==> src/rtl/uart_rx.sv <==
// 8N1 UART receiver: two-flop input synchroniser, mid-bit sampling, start-glitch
// rejection, framing-error/break handling and a valid/ready byte output with overrun pulse.
module uart_rx #(
  parameter int CLK_FREQ_HZ = 25000000,
  parameter int BAUD        = 115200
) (
  input  logic       clk,
  input  logic       resetn,
  input  logic       rxd,
  output logic [7:0] rx_data,
  output logic       rx_valid,
  input  logic       rx_ready,
  output logic       frame_err,
  output logic       overrun,
  output logic       busy
);

  localparam int DIV  = CLK_FREQ_HZ / BAUD;
  localparam int HALF = DIV / 2;
  localparam int CW   = $clog2(DIV + 1);

  localparam logic [CW-1:0] DIV_M1  = CW'(DIV - 1);
  localparam logic [CW-1:0] HALF_M1 = CW'(HALF - 1);

  localparam logic [2:0] IDLE  = 3'd0;
  localparam logic [2:0] START = 3'd1;
  localparam logic [2:0] DATA  = 3'd2;
  localparam logic [2:0] STOP  = 3'd3;
  localparam logic [2:0] BRK   = 3'd4;

  if (DIV < 4) begin : g_div_check
    $error("uart_rx: CLK_FREQ_HZ/BAUD must be at least 4");
  end

  logic          sync1;
  logic          rxd_s;
  logic [2:0]    state;
  logic [CW-1:0] cnt;
  logic [2:0]    bit_idx;
  logic [7:0]    shreg;

  always_ff @(posedge clk or negedge resetn) begin
    if (!resetn) begin
      sync1 <= 1'b1;
      rxd_s <= 1'b1;
    end else begin
      sync1 <= rxd;
      rxd_s <= sync1;
    end
  end

  assign busy = (state != IDLE);

  always_ff @(posedge clk or negedge resetn) begin
    if (!resetn) begin
      state     <= IDLE;
      cnt       <= '0;
      bit_idx   <= '0;
      shreg     <= '0;
      rx_data   <= '0;
      rx_valid  <= 1'b0;
      frame_err <= 1'b0;
      overrun   <= 1'b0;
    end else begin
      frame_err <= 1'b0;
      overrun   <= 1'b0;
      // A byte loaded later in this block on the same edge overrides this clear.
      if (rx_valid && rx_ready) begin
        rx_valid <= 1'b0;
      end

      case (state)
        IDLE: begin
          if (!rxd_s) begin
            state <= START;
            cnt   <= '0;
          end
        end

        START: begin
          if (cnt == HALF_M1) begin
            cnt <= '0;
            if (rxd_s) begin
              state <= IDLE;
            end else begin
              state   <= DATA;
              bit_idx <= '0;
            end
          end else begin
            cnt <= cnt + 1'b1;
          end
        end

        DATA: begin
          if (cnt == DIV_M1) begin
            cnt   <= '0;
            shreg <= {rxd_s, shreg[7:1]};
            if (bit_idx == 3'd7) begin
              state <= STOP;
            end else begin
              bit_idx <= bit_idx + 1'b1;
            end
          end else begin
            cnt <= cnt + 1'b1;
          end
        end

        STOP: begin
          if (cnt == DIV_M1) begin
            cnt <= '0;
            if (rxd_s) begin
              rx_data  <= shreg;
              rx_valid <= 1'b1;
              overrun  <= rx_valid && !rx_ready;
              state    <= IDLE;
            end else begin
              frame_err <= 1'b1;
              state     <= BRK;
            end
          end else begin
            cnt <= cnt + 1'b1;
          end
        end

        BRK: begin
          if (rxd_s) begin
            state <= IDLE;
          end
        end

        default: state <= IDLE;
      endcase
    end
  end

endmodule

==> config.mk <==
export PLATFORM = sky130hd
export DESIGN_NAME = uart_rx
export DESIGN_NICKNAME = d
export VERILOG_FILES = /design/src/rtl/uart_rx.sv
export SDC_FILE = /design/constraint.sdc
export NUM_CORES = 1
export LEC_CHECK = 0
export BUFFER_PORTS_ARGS = -buffer_cell sky130_fd_sc_hd__buf_2
export CORE_MARGIN = 4
export CORE_UTILIZATION = 52
export DETAILED_ROUTE_END_ITERATION = 10
export MAX_ROUTING_LAYER = met4
export PLACE_DENSITY = 0.74
export RECOVER_POWER = 50
export SLEW_MARGIN = 20
export SYNTH_ARGS = -nofsm -noshare
export SYNTH_HDL_FRONTEND = slang
export SYNTH_SLANG_ARGS = --single-unit
==> constraint.sdc <==
create_clock -name clk -period 1.7 [get_ports clk]
set_input_delay 0.17 -clock clk [delete_from_list [all_inputs] [get_ports clk]]
set_output_delay 0.17 -clock clk [all_outputs]
set_load 0.02 [all_outputs]
==> summary.md <==
| Metric | Value |
|---|---|
| Num rows | 20 |
| CTS Buf Count | 5 |
| Clock transition at path regs | around 120 ps |
| Unique masters post-synth | 38 |
| Violated checks | negative setup slack |
| Setup crit end kind | flip-flop |
| Non-filler cells, final | between 200 and 250 |
| Critical Path Start | cnt[1]$_DFFE_PN0P_ |
| Routed via count | 1319 |
| Post-Synthesis Cells | 148 |
| Final wirelength | 3610 um |
| Max FO, Critical Path | 5 |
| Total gr overflow | 0 |
| Measured slew at the worst slew-check pin | about 840 ps |
| Layout cell share with drive strength beyond 1 | 45.23% |
| Ys flop type | dfrtp_1 |
| Leakage | between 0.001 and 0.0015 uW |
| Synth area leaders | dfrtp_1, mux2_2, dfstp_2 |
| Final WS setup | -78.07 ps |
| Pwr/cell area | 593.7 mW/mm^2 |
| Area of the die | about 0.0042 sq mm |
| Drt pass-1 iters | 4 |
| Worst slack at placement | -104.2 ps |
| Async S/R FF share, synth | 100.0% |
| Top cell type's share of synthesized area | approximately half |
| Later-pin clock latency in the skew report | 340 ps |
| Worst setup SP type | flip-flop |
| Final Instance Area | 0.002216 sq mm |
| Dpl hpwl | 2443 um |
| Core area | 0.003078 sq mm |
| CTS tree | built |
| Final nets | 206 |
| 1st-iter DRT viols | 73 |
| Placed instance count | 225 |
| Initial antenna violation count | 0 |
| Final Cycle Share | 104.6% |
| Max cap viols | 0 |
| Hold Path Class | input pin to flip-flop |
| HP Start | rx_ready |
| Area growth syn-to-layout | 32.07% |
| Syn avg cell area | 11.34 sq um |
| DIE HEIGHT | 64.81 um |
| Clk root buf | clkbuf_4 |
| RePlAce Congestion | 0.9680 |
| Clock Tree Buf Depth | 2 |
| CTS Sinks | 35 |
| RSZ-0062 raised after global routing | true |
| Final Hold Fails | 0 |
| Gr usage total | between 15 and 20% |
| Die X-Extent | 64.81 um |
| Drt wl/cell | 14.86 um |
| Fmax | 562.4 MHz |
| Kind of critical path | flip-flop to flip-flop |
| Outcome | finished with violations |
| I/O Pins | 16 |
| Reg-to-reg startpoint | cnt[1]$_DFFE_PN0P_ |
| Routed Antenna Nets | 0 |
| Clock Skews | roughly 16 ps |
| Total nets after synthesis | 156 |
| Global-route wire length before repair | 5968 um |
| # diodes | 0 |
| Average vias per placed instance | 5.428 |
| Relative slew margins | 44.07% |
| Final setup violation count | 19 |
| Sequential fraction of the synthesis area | 52.35% |
| Area leader, netlist | dfrtp_1 |
| Final min period | between 1500 and 2000 ps |
| Crit path arrival time | 2000 ps |
| WP data required | 1920 ps |
| Number of synthesized flops with an enable pin | 0 |
| Largest net degree at the start of global routing | 36 |
| Synth Cell Area | 0.001678 sq mm |
| PortBufs | 15 |
| Synth warn | 0 |
| # DRC | 0 |
| # fillers | between 200 and 250 |
| Initial Util | 54.51% |
| Htree depth | 2 |
| VDD IR max | 0.4728 mV |
| Final Max Tran Viols | 0 |
| Vias in the first global route | approximately 1200 |
| Placed Area | between 0.0015 and 0.002 sq mm |
| #FFs+latches synth | 35 |
-- critical path, cell delays in order, from the launching register on --
cell	delay [ps]
dfrtp_1	420
inv_2	90
ha_4	110
and4b_1	230
and2_4	160
and4_4	230
buf_6	140
mux2_4	300
-- final cells by class --
| type | count | area [sq um] | area share [%] |
|---|---|---|---|
| multi-input combinational | 104 | 854.6 | 38.57 |
| tap | 44 | 55.05 | 2.484 |
| clock buffer | 5 | 37.54 | 1.694 |
| clock inverter | 3 | 20.02 | 0.9034 |
| sequential | 35 | 878.3 | 39.64 |
| timing repair buffer | 47 | 351.6 | 15.87 |
| inverter | 5 | 18.77 | 0.8470 |
-- what timing repair did --
| item | 4_1_cts | 5_1_grt |
|---|---|---|
| pin swaps | 0 | 5 |
| endpoints found under the hold margin | 34 | 0 |
| setup endpoints to repair | 23 | 27 |
| gates resized for setup | 23 | 7 |
| hold buffers | 2 | 0 |
| setup buffers | 3 | 4 |
| cloned | 1 | 0 |
-- logic make-up (layout without fill, tap and decap cells) --
kind of cell | count (synthesis) | in the layout | share of synthesized area (%)
buf+inv | 9 | 60 | 2.237
xor+xnor | 1 | 1 | 0.5221
simple gates | 57 | 57 | 20.14
mux | 16 | 16 | 10.74
flops | 35 | 35 | 52.35
compound gates | 26 | 26 | 11.04
fa+ha+maj | 4 | 4 | 2.983
-- sequential cells by signal, indices dropped and copies added (netlist names) --
name,flops
rx_valid,1
rx_data,8
rxd_s,1
shreg,8
bit_idx,3
cnt,8
state,3
overrun,1
frame_err,1
sync1,1
-- metrics by stage --
| stage | total power, uW | hold WS (ps) | util, % | setup TNS [ps] |
|---|---|---|---|---|
| 4_1_cts | 1334 | 88.11 | 69.92 | -576.1 |
| 2_1_floorplan | 858.0 | -125.6 | - | -88.87 |
| 3_5_place_dp | 881.6 | 276.5 | 63.98 | -1235 |
| 5_1_grt | 1380 | 113.3 | 71.99 | -1975 |
| 6_report | 1316 | 103.1 | 71.99 | -725.3 |
| 3_3_place_gp | 880.0 | 275.3 | 63.98 | -475.2 |
-- layer usage --
metal | global-route usage, % | vias to the layer above | part of all wire [%]
li1 | - | 635 | -
met1 | 24.57 | 654 | 44
met2 | 30.27 | 24 | 51
met3 | 5.719 | 6 | 3.8
met4 | 5.541 | 0 | 1.5
met5 | - | - | 0
-- where the power goes --
| part | internal [uW] | switching (uW) |
|---|---|---|
| Sequential | 837 | 3.49 |
| Clock | 158 | 287 |
| Combinational | 9.87 | 20.5 |
| Total | 1000 | 311 |
-- path summary, 6_finish.rpt --
check                                         end  slack [ps]  depth (start not counted)
max in group asynchronous      cnt[2]$_DFFE_PN0P_         720                          2
hold / removal                  overrun$_DFF_PN0_         100                          3
hold reg to reg                   rxd_s$_DFF_PN1_         370                          0
setup / recovery           rx_data[5]$_DFFE_PN0P_         -80                          7
min in group asynchronous     frame_err$_DFF_PN0_         450                          2
setup reg to reg           rx_data[5]$_DFFE_PN0P_         -80                          7
-- cells in the final DEF (no fill, tap or decap), types with 2 or more instances in the layout --
cell / Yosys / routed
mux2_4: 0 / 8
nand3_1: 3 / 3
dfrtp_1: 33 / 33
clkbuf_4: 0 / 5
a21o_1: 2 / 2
buf_2: 0 / 14
nor3_1: 7 / 6
and3b_1: 2 / 2
dlygate4sd3_1: 0 / 2
mux2_2: 16 / 8
nand2b_1: 3 / 3
o211ai_1: 3 / 3
inv_2: 0 / 2
and3_1: 8 / 7
nand2_1: 10 / 10
ha_4: 0 / 2
a221o_1: 3 / 3
dfstp_2: 2 / 2
buf_4: 1 / 24
nor2_1: 10 / 8
a21oi_1: 8 / 7
clkinvlp_4: 0 / 2
inv_1: 5 / 3
buf_6: 0 / 5
o21ai_0: 5 / 5
-- cells in the mapped netlist (all sizes together) (3+ instances only) --
cell type	n
clkbuf	3
a21oi	8
nand2b	3
nor2	10
and3	8
inv	5
o21ai	5
nand3	3
ha	4
mux2	16
nand2	11
a221o	3
o211ai	3
dfrtp	33
nor3	8
No activity file was read; power rests on OpenSTA's default activity.
